**src/rtl/alu_issue_stage.sv**
```systemverilog
// Operand-issue register stage for the BETA ALU. It decodes the opcode into a unit, a function
// code and operand B, and holds the result behind a valid/ready output. ALU_ISSUE_SKID_EN adds a skid register.
module alu_issue_stage (
    input  logic        CLK,
    input  logic        RESET,
    input  logic        FLUSH,
    input  logic        IN_VALID,
    output logic        IN_READY,
    input  logic [31:0] INSTR,
    input  logic [31:0] RA_DATA,
    input  logic [31:0] RB_DATA,
    output logic        OUT_VALID,
    input  logic        OUT_READY,
    output logic [31:0] A,
    output logic [31:0] B,
    output logic [1:0]  UNIT,
    output logic [3:0]  FN,
    output logic [4:0]  RC,
    output logic        ILLEGAL
);

    // Handshakes: a transfer happens on a rising edge when valid and ready are both high.
    // IN_READY comes only from stored occupancy, so it never depends on OUT_READY or IN_VALID.
    typedef struct packed {
        logic [31:0] a;
        logic [31:0] b;
        logic [1:0]  unit;
        logic [3:0]  fn;
        logic [4:0]  rc;
        logic        illegal;
    } entry_t;

    logic [5:0] w_opc;
    entry_t     w_dec;
    logic       w_push;
    logic       w_pop;
    entry_t     r_main;
    logic       r_main_valid;

    assign w_opc = INSTR[31:26];

    always_comb begin
        w_dec         = '0;
        w_dec.a       = RA_DATA;
        w_dec.b       = w_opc[4] ? {{16{INSTR[15]}}, INSTR[15:0]} : RB_DATA;
        w_dec.rc      = INSTR[25:21];
        w_dec.unit    = 2'b10;
        w_dec.fn      = 4'b0000;
        w_dec.illegal = 1'b1;
        // Illegal opcodes go to BOOL with a zero function code, so the ALU produces 0.
        if (w_opc[5]) begin
            w_dec.illegal = 1'b0;
            case (w_opc[3:0])
                4'h0: begin w_dec.unit = 2'b00; w_dec.fn = 4'b0000; end
                4'h1: begin w_dec.unit = 2'b00; w_dec.fn = 4'b0001; end
                4'h2: begin w_dec.unit = 2'b00; w_dec.fn = 4'b0010; end
                4'h3: begin w_dec.unit = 2'b00; w_dec.fn = 4'b0011; end
                4'h4: begin w_dec.unit = 2'b01; w_dec.fn = 4'b0011; end
                4'h5: begin w_dec.unit = 2'b01; w_dec.fn = 4'b0101; end
                4'h6: begin w_dec.unit = 2'b01; w_dec.fn = 4'b0111; end
                4'h8: begin w_dec.unit = 2'b10; w_dec.fn = 4'b1000; end
                4'h9: begin w_dec.unit = 2'b10; w_dec.fn = 4'b1110; end
                4'hA: begin w_dec.unit = 2'b10; w_dec.fn = 4'b0110; end
                4'hC: begin w_dec.unit = 2'b11; w_dec.fn = 4'b0000; end
                4'hD: begin w_dec.unit = 2'b11; w_dec.fn = 4'b0001; end
                4'hE: begin w_dec.unit = 2'b11; w_dec.fn = 4'b0011; end
                default: begin
                    w_dec.illegal = 1'b1;
                    w_dec.unit    = 2'b10;
                    w_dec.fn      = 4'b0000;
                end
            endcase
        end
    end

    assign w_push = IN_VALID & IN_READY;
    assign w_pop  = r_main_valid & OUT_READY;

`ifdef ALU_ISSUE_SKID_EN
    entry_t r_skid;
    logic   r_skid_valid;

    assign IN_READY = ~r_skid_valid;

    // Skid only fills when main is held and not consumed, and it always drains into main first.
    always_ff @(posedge CLK) begin
        if (RESET) begin
            r_main       <= '0;
            r_main_valid <= 1'b0;
            r_skid       <= '0;
            r_skid_valid <= 1'b0;
        end else if (FLUSH) begin
            r_main_valid <= 1'b0;
            r_skid_valid <= 1'b0;
        end else if (!r_main_valid || w_pop) begin
            if (r_skid_valid) begin
                r_main       <= r_skid;
                r_main_valid <= 1'b1;
                r_skid_valid <= 1'b0;
            end else begin
                r_main_valid <= w_push;
                if (w_push) begin
                    r_main <= w_dec;
                end
            end
        end else if (w_push) begin
            r_skid       <= w_dec;
            r_skid_valid <= 1'b1;
        end
    end
`else
    assign IN_READY = ~r_main_valid;

    always_ff @(posedge CLK) begin
        if (RESET) begin
            r_main       <= '0;
            r_main_valid <= 1'b0;
        end else if (FLUSH) begin
            r_main_valid <= 1'b0;
        end else if (w_push) begin
            r_main       <= w_dec;
            r_main_valid <= 1'b1;
        end else if (w_pop) begin
            r_main_valid <= 1'b0;
        end
    end
`endif

    assign OUT_VALID = r_main_valid;
    assign A         = r_main.a;
    assign B         = r_main.b;
    assign UNIT      = r_main.unit;
    assign FN        = r_main.fn;
    assign RC        = r_main.rc;
    assign ILLEGAL   = r_main.illegal;

endmodule

```
**config.mk**
```make
export PLATFORM = sky130hd
export DESIGN_NAME = alu_issue_stage
export DESIGN_NICKNAME = d
export VERILOG_FILES = /design/src/rtl/alu_issue_stage.sv
export SDC_FILE = /design/constraint.sdc
export NUM_CORES = 1
export LEC_CHECK = 0
export ABC_AREA = 1
export ABC_CLOCK_PERIOD_IN_PS = 1300
export CAP_MARGIN = 20
export CORE_ASPECT_RATIO = 2
export CORE_MARGIN = 10
export CORE_UTILIZATION = 30
export DETAILED_ROUTE_END_ITERATION = 8
export PLACE_DENSITY = 0.63
export SYNTH_ARGS = -nofsm -noshare
export SYNTH_HDL_FRONTEND = slang
export SYNTH_SLANG_ARGS = --single-unit
```
**constraint.sdc**
```tcl
create_clock -name CLK -period 1.3 [get_ports CLK]
set_input_delay 0.195 -clock CLK [delete_from_list [all_inputs] [get_ports CLK]]
set_output_delay 0.195 -clock CLK [all_outputs]
set_load 0.02 [all_outputs]
```
* Word level (Yosys, flattened, before mapping)
Cells that the tools add are included.
W data, S select, Z words.
** Storage, ports and cells
- Output and inout port bits :: 78
- Bits in registers :: 77
- Bits of input ports :: 101
- Logic and storage cells :: 35
** Operators by class
- Equal/unequal tests :: 12
- Bitwise operators :: 4
- Muxes and demuxes :: 7
- Reductions and logical operators :: 5
** Operators with widths (number)
- $pmux W6 S13 :: 1
- $mux W32 :: 1
- $eq A4 B4 Y1 const B :: 6
- $reduce_or A13 Y1 :: 1
- $eq A4 B3 Y1 const B :: 3
- $eq A4 B2 Y1 const B :: 2
- $mux W6 :: 1
- $eq A4 B1 Y1 const B :: 1
- $logic_not A4 Y1 :: 1
- $mux W1 :: 4
- $and A1 B1 Y1 :: 2
- $not A1 Y1 :: 2
- $reduce_and A2 Y1 :: 1
- $reduce_bool A2 Y1 :: 1
- $reduce_or A2 Y1 :: 1

* Longest topological paths before layout
- Depth after elaboration :: 4
- Gate-level depth with buffers :: 6
- Depth with buffers taken out :: 6

* Worst setup path after synthesis
Ideal clock, no wire load.
- Path kind :: reg-to-reg
- From :: register r_main_valid, in the netlist OUT_VALID
- To :: register r_main (netlist bit B[31])
- Buffers on the path :: 1
- Period minus slack after synthesis :: 1.191 ns
- Library setup time :: 0.070 ns
- Data required time :: 1.230 ns
- Cell stages (with the launch flop) :: 7
- Arrival time :: 1.121 ns
- Path slack :: 0.109 ns
- Cells stage by stage :: dfxtp_1 -> inv_2 -> nand2_1 -> nor2_4 -> buf_2 -> nand2_1 -> a21oi_1
** On the way
- Longest elaborated chain between the ends :: 3
** RTL lines
- start: declaration :: line 38 : logic r_main_valid;
- start signal: assignment :: line 117 : r_main_valid <= 1'b0;
- start signal: assignment :: line 119 : r_main_valid <= 1'b0;
- start signal: assignment :: line 122 : r_main_valid <= 1'b1;
- $not A1 Y1 :: line 112 : assign IN_READY = ~r_main_valid;
- net IN_READY :: line 8 : output logic IN_READY,
- $and A1 B1 Y1 :: line 76 : assign w_push = IN_VALID & IN_READY;
- $reduce_and A2 Y1 (no line)
- end signal: assignment :: line 121 : r_main <= w_dec;
- end: declaration :: line 37 : entry_t r_main;
The timed path passes the listed nets, and every way through them passes these cells.
A chain may end at the register's enable or synchronous reset.

* Worst setup path after layout
- From :: register r_main_valid, in the netlist OUT_VALID
- To :: output port IN_READY
** On the way
- Longest elaborated chain between the ends :: 1
** RTL lines (line)
- $not A1 Y1 :: 112
- end: declaration :: 8
No other way between the ends.

==> flow_summary.json <==
{
  "outcome": "finished, final reports clean",
  "grt-ovfl-total": 0,
  "startpoint_type": "flip-flop",
  "via_per_inst": 4.49,
  "end_kind": "output pin",
  "netlist_area_um2": 3140,
  "post-route-util_pct": 53.9,
  "design.core.area_um2": 10200,
  "max_freq_ghz": 0.807,
  "crit_type": "reg2out",
  "io_buffers": 173,
  "crit_arrival_ns": 1.04,
  "drv_slew": 0,
  "multi_input_area_um2": 1310,
  "peakVddDrop_uv": 774,
  "dp_hpwl_um": 8840,
  "clkLatencyLatePin_ns": 0.33,
  "antenna_found_initial": 0,
  "cts_made_buffers": 9,
  "cp_data_required_time_ns": 1.11,
  "synthCells": 448,
  "clock_sinks": 77,
  "start_util_pct": 30.8,
  "htreeDepth": 3,
  "die-width_um": 92.4,
  "cts_hold_buffers": 0,
  "grt_max_degree": 59,
  "diodes": 0,
  "finalWorstSetupSlack_ns": 0.0609,
  "io_pins": 179,
  "worstMarginPinSlew_ns": 0.301,
  "path_delay_family": "buffers and inverters",
  "crit_fanout": 5,
  "rr_worst_depth": 7,
  "avgSynthCellArea_um2": 7.02,
  "synth_warnings": 0,
  "slew_headroom_pct": 79.9,
  "clockBufferDepth": 2,
  "regArea_um2": 1540,
  "ys_ff_latch": 77,
  "fin_nets": 729,
  "hold_depth": 3,
  "die_area_um2": 15200,
  "grt_pass1_wl_um": 17900,
  "hp-class": "in2reg",
  "drc": 0,
  "root_buffer": "clkbuf_16",
  "hold_viol_final": 0,
  "grt_pass1_vias": 3423,
  "final_layout_size_suffix_gt1_share_pct": 7.74,
  "wl_per_cell_um": 15.6,
  "floorplan.rows": 52,
  "finClkSkew_ns": 0.00616,
  "syn_to_final_growth_pct": 75.2,
  "crit_slowest_cell": "dfxtp_1",
  "clkSlewWorstSetupHoldPaths_ns": 0.06,
  "dieHeight_um": 165,
  "drt_pass1_iterations": 4,
  "rsz0062_at_grt": "true",
  "seq_area_frac_synth_pct": 49.0,
  "setup_viol": 0,
  "ant_nets": 0,
  "wirelength_um": 12000,
  "place_congestion": 0.775,
  "post-place-ws_ns": -0.242,
  "ys_types": 18,
  "cap_violations": 0,
  "min_period_over_period_pct": 95.3,
  "cts_tree": "built",
  "num_vias": 3447,
  "syn_nets": 549,
  "p_leak_uw": 0.00255,
  "cp.depth": 2,
  "power.density_nw_per_um2": 1150,
  "grtUsageTotal_pct": 14.8,
  "fin_crit_ns": 1.24,
  "fillCellCount": 1024,
  "path_buf_inv": 2,
  "p_total_uw": 6310,
  "cpPeakStageDelay_ns": 0.32,
  "cp_cell_sequence": "inv_2, clkdlybuf4s15_1",
  "drt_iter0_markers": 148
}
## per-stage QoR
stage / setup TNS (ns) / instances / hold slack, ns / area, µm²
2_1_floorplan: 0 / 448 / 0.339 / 3140
3_3_place_gp: -11.45 / 748 / 0.450 / 5180
3_5_place_dp: -14.25 / 748 / 0.453 / 5180
4_1_cts: 0 / 764 / 0.304 / 5400
5_1_grt: -0.368 / 768 / 0.312 / 5510
6_report: 0 / 768 / 0.318 / 5510
## final timing paths
kind                   from       end  slack, ns
setup / recovery  OUT_VALID  IN_READY       0.06
hold / removal        RESET      B[5]       0.32
setup reg to reg  OUT_VALID      B[6]       0.07
hold reg to reg       B[11]     B[11]       0.46
## metal layers
metal  global-route usage, %  part of all wire, %  vias up
li1                        -                    -     1769
met1                    14.0                   35     1555
met2                    27.5                   55      109
met3                    6.05                  8.1       14
met4                    5.78                  1.7        0
met5                       0                    0        -
## state kept, by name, indices dropped and copies added (netlist names)
name       count
OUT_VALID      1
B             32
UNIT           2
ILLEGAL        1
FN             4
RC             5
A             32
## synth_stat cells
| library cell | count | area [µm²] |
|---|---|---|
| inv_2 | 2 | 7.51 |
| clkbuf_1 | 9 | 33.8 |
| buf_2 | 12 | 60.1 |
| buf_4 | 6 | 45.0 |
| nand2_2 | 1 | 6.26 |
| inv_1 | 40 | 150 |
| o21bai_1 | 1 | 7.51 |
| a21oi_1 | 76 | 380 |
| nand4_1 | 2 | 12.5 |
| nand2_1 | 169 | 634 |
| nand3_2 | 1 | 10.0 |
| a22oi_1 | 2 | 15.0 |
| nor2_4 | 1 | 11.3 |
| nor2_1 | 11 | 41.3 |
| o21ai_0 | 34 | 170 |
| dfxtp_1 | 77 | 1540 |
| buf_1 | 3 | 11.3 |
| nor3_1 | 1 | 5.00 |
## cell families (layout without fill, tap and decap cells)
logic type	Yosys count	after routing	share of synthesized area (%)
AND/OR/NAND/NOR	186	186	22.9
AO/OA/AOI/OAI	113	113	18.2
flip-flops	77	77	49.0
buffers and inverters	72	257	9.79
## area by class of cell
| cell class | count | share of cell area (%) |
|---|---|---|
| clock buffers | 11 | 4.23 |
| multi-input cells | 299 | 23.7 |
| repair buffers | 199 | 36.6 |
| inverters | 42 | 2.86 |
| clock inverters | 5 | 1.52 |
| flip-flops and latches | 77 | 28.0 |
| well taps | 135 | 3.07 |
## power by group
part / total, µW / internal [µW] / switching [µW]
combinational: 1120 / 576 / 545
sequential: 2520 / 2470 / 49.2
clock: 2670 / 1690 / 979
total: 6310 / 4730 / 1570
## what timing repair did
item | CTS | global route
setup endpoints to repair | 78 | 18
cloned | 0 | 3
gates resized for setup | 78 | 4
buffers inserted | 0 | 1
pin swaps | 0 | 1
## cells in the final DEF (no fill, tap or decap), types with 3 or more instances in the layout
master	instances
buf_4	12
inv_1	40
buf_12	11
a21oi_2	3
nand2_1	169
dlygate4sd2_1	77
dfxtp_1	77
clkbuf_16	12
a21oi_1	73
nor2_1	11
clkdlybuf4s50_1	94
o21ai_0	34
## worst min-delay path: stages
cell     delay, ns
buf_2         0.11
buf_4         0.24
a21oi_1       0.06
(Power assumes the default switching activity.)
